===== src/rtl/fifo_pkg.sv =====
// Shared constants and helpers for the parameterised FIFO and its storage array.
package fifo_pkg;

  localparam int DEFAULT_DATA_WIDTH = 8;
  localparam int DEFAULT_DEPTH      = 16;

  // Pointer width for a given depth; never narrower than one bit.
  function automatic int addr_width(input int depth);
    if (depth <= 2) begin
      return 1;
    end
    return $clog2(depth);
  endfunction

endpackage


===== src/rtl/fifo_storage.sv =====
// Simple dual-port array: synchronous write port, registered read port.
// The read register is the FIFO's data_out, so it is the only part that resets.
module fifo_storage
  import fifo_pkg::*;
#(
  parameter int DATA_WIDTH = DEFAULT_DATA_WIDTH,
  parameter int DEPTH      = DEFAULT_DEPTH,
  localparam int ADDR_WIDTH = addr_width(DEPTH)
) (
  input  logic                  clk,
  input  logic                  rst_n,
  input  logic                  wr_en,
  input  logic [ADDR_WIDTH-1:0] wr_addr,
  input  logic [DATA_WIDTH-1:0] wr_data,
  input  logic                  rd_en,
  input  logic [ADDR_WIDTH-1:0] rd_addr,
  output logic [DATA_WIDTH-1:0] rd_data
);

  logic [DATA_WIDTH-1:0] mem [DEPTH];

  // Array write; contents are intentionally not reset.
  always_ff @(posedge clk) begin
    if (wr_en) begin
      mem[wr_addr] <= wr_data;
    end
  end

  // Registered read; a same-address write in the same cycle returns the old word.
  always_ff @(posedge clk or negedge rst_n) begin
    if (!rst_n) begin
      rd_data <= '0;
    end else if (rd_en) begin
      rd_data <= mem[rd_addr];
    end
  end

endmodule


===== src/rtl/param_fifo.sv =====
// Parameterised single-clock FIFO: pointers, occupancy count, status flags,
// sticky error flags and synchronous clear around an inferred dual-port array.
module param_fifo
  import fifo_pkg::*;
#(
  parameter int DATA_WIDTH         = DEFAULT_DATA_WIDTH,
  parameter int DEPTH              = DEFAULT_DEPTH,
  parameter int ALMOST_FULL_LEVEL  = DEPTH - 2,
  parameter int ALMOST_EMPTY_LEVEL = 2,
  localparam int ADDR_WIDTH        = addr_width(DEPTH)
) (
  input  logic                  clk,
  input  logic                  rst_n,
  input  logic                  write_enable,
  input  logic [DATA_WIDTH-1:0] data_in,
  input  logic                  read_enable,
  output logic [DATA_WIDTH-1:0] data_out,
  output logic                  data_valid,
  input  logic                  clear,
  output logic                  full,
  output logic                  empty,
  output logic                  almost_full,
  output logic                  almost_empty,
  output logic [ADDR_WIDTH:0]   count,
  output logic                  overflow,
  output logic                  underflow
);

  localparam logic [ADDR_WIDTH:0] DEPTH_C = DEPTH[ADDR_WIDTH:0];
  localparam logic [ADDR_WIDTH:0] AF_C    = ALMOST_FULL_LEVEL[ADDR_WIDTH:0];
  localparam logic [ADDR_WIDTH:0] AE_C    = ALMOST_EMPTY_LEVEL[ADDR_WIDTH:0];

  logic [ADDR_WIDTH-1:0] wr_ptr;
  logic [ADDR_WIDTH-1:0] rd_ptr;
  logic                  wr_acc;
  logic                  rd_acc;

  // Strobe semantics: write_enable/read_enable are single-cycle requests with
  // no back-pressure handshake. A write is accepted when the FIFO is not full,
  // or when it is full but a read is accepted in the same cycle; a read is
  // accepted when the FIFO is not empty. Rejected requests are dropped and
  // latch overflow/underflow. clear overrides both strobes for its cycle.
  always_comb begin
    rd_acc = read_enable && !empty && !clear;
    wr_acc = write_enable && (!full || rd_acc) && !clear;
  end

  // Status flags derive only from the occupancy count.
  always_comb begin
    full         = (count == DEPTH_C);
    empty        = (count == '0);
    almost_full  = (count >= AF_C);
    almost_empty = (count <= AE_C);
  end

  // Pointers, occupancy, read-valid strobe and sticky error flags.
  always_ff @(posedge clk or negedge rst_n) begin
    if (!rst_n) begin
      wr_ptr     <= '0;
      rd_ptr     <= '0;
      count      <= '0;
      data_valid <= 1'b0;
      overflow   <= 1'b0;
      underflow  <= 1'b0;
    end else if (clear) begin
      wr_ptr     <= '0;
      rd_ptr     <= '0;
      count      <= '0;
      data_valid <= 1'b0;
      overflow   <= 1'b0;
      underflow  <= 1'b0;
    end else begin
      if (wr_acc) begin
        wr_ptr <= wr_ptr + 1'b1;
      end
      if (rd_acc) begin
        rd_ptr <= rd_ptr + 1'b1;
      end
      if (wr_acc && !rd_acc) begin
        count <= count + 1'b1;
      end else if (rd_acc && !wr_acc) begin
        count <= count - 1'b1;
      end
      data_valid <= rd_acc;
      if (write_enable && !wr_acc) begin
        overflow <= 1'b1;
      end
      if (read_enable && !rd_acc) begin
        underflow <= 1'b1;
      end
    end
  end

  fifo_storage #(
    .DATA_WIDTH (DATA_WIDTH),
    .DEPTH      (DEPTH)
  ) u_storage (
    .clk     (clk),
    .rst_n   (rst_n),
    .wr_en   (wr_acc),
    .wr_addr (wr_ptr),
    .wr_data (data_in),
    .rd_en   (rd_acc),
    .rd_addr (rd_ptr),
    .rd_data (data_out)
  );

endmodule


===== config.mk =====
export PLATFORM = sky130hd
export DESIGN_NAME = param_fifo
export DESIGN_NICKNAME = d
export VERILOG_FILES = /design/src/rtl/fifo_pkg.sv /design/src/rtl/fifo_storage.sv /design/src/rtl/param_fifo.sv
export SDC_FILE = /design/constraint.sdc
export NUM_CORES = 1
export LEC_CHECK = 0
export CAP_MARGIN = 20
export CORE_ASPECT_RATIO = 1.1
export CORE_MARGIN = 2
export CORE_UTILIZATION = 29
export DETAILED_ROUTE_END_ITERATION = 8
export GPL_TIMING_DRIVEN = 0
export PLACE_DENSITY_LB_ADDON = 0.1
export SLEW_MARGIN = 10
export SYNTH_ARGS = -nofsm -noshare
export SYNTH_HDL_FRONTEND = slang
export SYNTH_SLANG_ARGS = --single-unit

===== constraint.sdc =====
create_clock -name clk -period 3.55 [get_ports clk]
set_input_delay 0.8875 -clock clk [delete_from_list [all_inputs] [get_ports clk]]
set_output_delay 0.8875 -clock clk [all_outputs]
set_load 0.02 [all_outputs]

# Word level (Yosys, flattened, before mapping)
# Memories as Yosys holds them, arrays and structs flattened. A register that Yosys moved wholly into a read port is not among the register bits.
# Cells that the tools add are included.
[classes]
n_addsub = 4
n_eq_ne = 1
n_reduce_logical = 21
muxes = 14
n_lt_le_gt_ge = 2
[op_table]
columns = ["operator", "n"]
rows = [
  ["two-way mux 4 bit", 4],
  ["two-way mux 5 bit", 3],
  ["adder 4 x 1 -> 4 bit (second input constant)", 2],
  ["logical AND 1 bit", 8],
  ["nonzero test 2 bit", 4],
  ["two-way mux 1 bit", 7],
  ["zero test 1 bit", 6],
  ["adder 5 x 1 -> 5 bit (second input constant)", 1],
  ["== test 5 bit (second input constant)", 1],
  ["greater-or-equal comparator 5 x 4 -> 1 bit (second input constant)", 1],
  ["less-or-equal comparator 5 x 2 -> 1 bit (second input constant)", 1],
  ["zero test 5 bit", 1],
  ["subtractor 5 x 1 -> 5 bit (second input constant)", 1],
  ["nonzero test 3 bit", 1],
  ["logical OR 1 bit", 1],
]
[word_totals]
input_bits = 13
reg_bits = 16
ramBits = 128
n_memories = 1
word_cells = 49
[mem_list]
columns = ["name", "words", "word_bits", "read_ports", "rd_clocked_by_memory_dff", "write_ports", "line", "rtl"]
rows = [
  ["u_storage.mem", 16, 8, 1, 1, 1, "fifo_storage.sv:20", "logic [DATA_WIDTH-1:0] mem [DEPTH];"],
]

# Logic depth before layout (Yosys ltp)
[logic_depth]
word_depth = 12
depth_mapped = 9
mapped_depth_nobuf = 8

# By module
# Synthesis repeated with hierarchy kept, for this count alone.
[hier_totals]
hier_cells = 336
hier_area_um2 = 6328.6
[modules_own_cells]
columns = ["module", "area_each_um2", "cells_per_inst", "n_inst"]
rows = [
  ["fifo_storage", 5331.4, 240, 1],
  ["param_fifo", 997.2, 96, 1],
]

# Worst setup path before layout
# Ideal clock, no wire load.
[synth_path]
kind = "input to register"
start = "input clear"
end = "register count[3]"
required_ps = 3422
path_stages = 9
arrival_time_ps = 2735
slack_ps = 687
setup_time_ps = 128
cell_sequence = "clkbuf_1 -> nand2b_1 -> a31oi_1 -> nand3b_1 -> ha_1 -> a21oi_1 -> a21o_1 -> a21oi_1 -> mux2_1"
[synth_via]
elab_chain_len = 8
word_cells_on_any_way = 12
cone_classes = "mux: 2; reduce/logical: 10"
[synth_rtl]
columns = ["item", "line", "rtl"]
rows = [
  ["start, declared", "param_fifo.sv:19", "input logic clear,"],
  ["zero test 1 bit", "param_fifo.sv:44, param_fifo.sv:45", ""],
  ["logical AND 1 bit", "param_fifo.sv:44", "rd_acc = read_enable && !empty && !clear;"],
  ["logical OR 1 bit", "param_fifo.sv:45", "wr_acc = write_enable && (!full || rd_acc) && !clear;"],
  ["logical AND 1 bit (2 in a row)", "param_fifo.sv:45", ""],
  ["logical AND 1 bit / zero test 1 bit (equally long branches)", "param_fifo.sv:79, param_fifo.sv:81", ""],
  ["two-way mux 5 bit / logical AND 1 bit (equally long branches)", "param_fifo.sv:79, param_fifo.sv:81", ""],
  ["two-way mux 5 bit / nonzero test 3 bit (equally long branches)", "-", ""],
  ["end signal, assigned", "param_fifo.sv:80", "count <= count + 1'b1;"],
  ["end signal, assigned", "param_fifo.sv:82", "count <= count - 1'b1;"],
  ["end, declared", "param_fifo.sv:24", "output logic [ADDR_WIDTH:0] count,"],
]
# Parallel ways exist; a longest one is shown, timed or not.
# A chain may end at the register's enable or synchronous reset.

# Worst setup path in the final report
[layout_path]
start = "input clear"
end = "register count[4]"
# Same word-level chain as after synthesis.

==> flow_metrics.env <==
export IMPL_wl_per_cell_um=20.4
export IMPL_yosys_area_top_type="edfxtp_1"
export IMPL_syn_nets=369
export IMPL_io_pins=33
export IMPL_synth_area_um2=6250
export IMPL_grt_pass1_wl_um=21400
export IMPL_grt_usage=0.135
export IMPL_dr_total_vias=3195
export IMPL_layout_nets=422
export IMPL_path_delay_family="compound AO/OA/AOI/OAI gates"
export IMPL_cts_tree="built"
export IMPL_holdWs_ns=0.470
export IMPL_crit_fanout=10
export IMPL_numCtsBuffers=17
export IMPL_hpwlAfterDp_um=9290
export IMPL_power_density_nw_per_um2=675
export IMPL_endpoint_kind="flop"
export IMPL_outcome="finished clean"
export IMPL_hold_violations=0
export IMPL_dp_slack_ns=-0.133
export IMPL_synthDominantCellAreaShare=0.615
export IMPL_p_leak_nw=2.48
export IMPL_yosysWarnings=0
export IMPL_mostFrequentLayoutCells="edfxtp_1, mux4_2, clkdlybuf4s50_1, nor2_1, dfrtp_1"
export IMPL_syn_avg_cell_area_um2=18.1
export IMPL_r2r_start="count[1]$_DFFE_PN0P_"
export IMPL_die_w_um=144
export IMPL_synthDistinctLibCells=42
export IMPL_clkTransAtPathRegs_ns=0.06
export IMPL_grt_max_degree=25
export IMPL_drc=0
export IMPL_setup_tns_ns=0
export IMPL_first_pass_iters=6
export IMPL_synthCells=346
export IMPL_cap_violations=0
export IMPL_start_util=0.295
export IMPL_rsz0062_at_grt="no"
export IMPL_multi_input_area_um2=1710
export IMPL_fin_skew_ns=0.0102
export IMPL_cts_sinks=152
export IMPL_regToRegSetupSlack_ns=0.51
export IMPL_grt_ovfl_total=0
export IMPL_power_mw=5.11
export IMPL_tightest_slew_ns=1.12
export IMPL_synth_edf_count=128
export IMPL_place_gp_congestion=0.710
export IMPL_cp_buffers_inverters=2
export IMPL_dieHeight_um=158
export IMPL_start_kind="input pin"
export IMPL_slowest_delay_ns=0.42
export IMPL_antenna_left=0
export IMPL_fillers=2002
export IMPL_root_buffer="clkbuf_16"
export IMPL_ys_seq_area_frac=0.711
export IMPL_clkLatencyLatePin_ns=0.42
export IMPL_slew_headroom=0.254
export IMPL_seq_area_um2=4440
export IMPL_path_cells="clkdlybuf4s50_1 -> clkbuf_1 -> nand2b_1 -> a31oi_1 -> nand3b_1 -> ha_1 -> a21oi_1 -> a21oi_1 -> o21ai_0 -> a41oi_1"
export IMPL_core_um2=21200
export IMPL_slowest_stage="clkdlybuf4s50_1"
export IMPL_area_growth_pct=20.9
export IMPL_synth_main_ff_cell="edfxtp_1"
export IMPL_fmax_ghz=0.307
export IMPL_cts_resized=0
export IMPL_cp_common_cell="a21oi_1"
export IMPL_vias_per_cell=4.55
export IMPL_period_share=0.917
export IMPL_async_flop_share=0.158
export IMPL_post_route_min_period_ns=3.26
export IMPL_final_common_cell="edfxtp_1"
export IMPL_dr_first_iter_drc_count=182
export IMPL_drive_gt1_frac=0.206
export IMPL_cts_setup_buffers=0
export IMPL_grt_antenna_before_repair=0
export IMPL_grt_pass1_vias=3334
export IMPL_setup_viol=0
export IMPL_synthTopCellsByArea="edfxtp_1, mux4_2, dfrtp_1, mux2i_1, ha_1"
export IMPL_synth_seq_cells=152
export IMPL_die_area_um2=22800
export IMPL_worstPathRequired_ns=3.82
export IMPL_r2r_cells=8
export IMPL_hold_buffers=0
export IMPL_cts_max_level=4
export IMPL_clk_path_buf_depth=2
export IMPL_wl_um=14300
export IMPL_antennaDiodeCount=0
export IMPL_place_port_buffers=30
export IMPL_timing_final_ws_setup_ns=0.294
export IMPL_crit_type="input pin to flop"
export IMPL_rows=56
export IMPL_reg2reg_to="count[4]$_DFFE_PN0P_"
export IMPL_vdd_drop_max_mv=0.314
export IMPL_critPathArrivalTime_ns=3.53
export IMPL_finalMaxSlewViolations=0
export IMPL_hold_class="input pin to asynchronous set/reset pin"
[worst max-delay path by stage]
stage | from | endpoint | cells past startpoint
2_1_floorplan | clear | count[3]$_DFFE_PN0P_ | 9
3_3_place_gp | clear | u_storage.mem[1][2]$_DFFE_PP_ | 5
3_5_place_dp | clear | count[4]$_DFFE_PN0P_ | 10
4_1_cts | count[1]$_DFFE_PN0P_ | full | 4
5_1_grt | clear | count[4]$_DFFE_PN0P_ | 10
6_report | clear | count[4]$_DFFE_PN0P_ | 10
[cell families after synthesis]
| group | share of synthesized area |
|---|---|
| xor gates and xnor gates | 0.00980 |
| buffers and inverters | 0.0188 |
| muxes | 0.151 |
| and+or+nand+nor | 0.0526 |
| DFF | 0.711 |
| adders and majority gates | 0.0212 |
| AOI/OAI and AO/OA | 0.0356 |
[layout make-up]
| type | count | area share |
|---|---|---|
| clock buffer | 19 | 0.0572 |
| multi-input combinational | 169 | 0.226 |
| timing repair buffer | 34 | 0.0430 |
| tap | 290 | 0.0480 |
| clock inverter | 13 | 0.0223 |
| sequential | 152 | 0.588 |
| buffer | 19 | 0.0122 |
| inverter | 6 | 0.00331 |
[sequential cells by signal, summed over array words and instances (netlist names)]
| signal | count |
|---|---|
| underflow | 1 |
| rd_ptr | 4 |
| u_storage.rd_data | 8 |
| u_storage.mem | 128 |
| count | 5 |
| wr_ptr | 4 |
| overflow | 1 |
| data_valid | 1 |
[synth_stat cells (5+ instances only)]
master	count
nor2_1	25
mux2i_1	18
edfxtp_1	128
nand2_1	17
buf_2	5
nand2b_1	5
o221ai_1	8
dfrtp_1	24
mux4_2	32
nand3_1	9
clkbuf_1	10
ha_1	9
a21oi_1	6
inv_1	5
[stage by stage]
stage	util	cells	instance area, µm²
2_1_floorplan	-	346	6250
3_3_place_gp	0.326	666	6920
3_5_place_dp	0.328	670	6960
4_1_cts	0.356	702	7560
5_1_grt	0.356	702	7560
6_report	0.356	702	7560
[metal layers]
layer	track usage	part of all wire	up-vias
met5	0	0	-
met1	0.170	0.44	1657
li1	-	-	1477
met4	0.0420	0.0085	0
met3	0.0302	0.022	11
met2	0.232	0.53	50
[power breakdown]
| part | leakage, nW | internal, mW | switching [mW] | total (mW) |
|---|---|---|---|---|
| sequential | 1.47 | 2.04 | 0.0966 | 2.14 |
| clock | 0.283 | 1.11 | 0.721 | 1.83 |
| combinational | 0.734 | 0.518 | 0.619 | 1.14 |
| total | 2.48 | 3.67 | 1.44 | 5.11 |
Note: power is estimated with default switching activity, not from simulation.
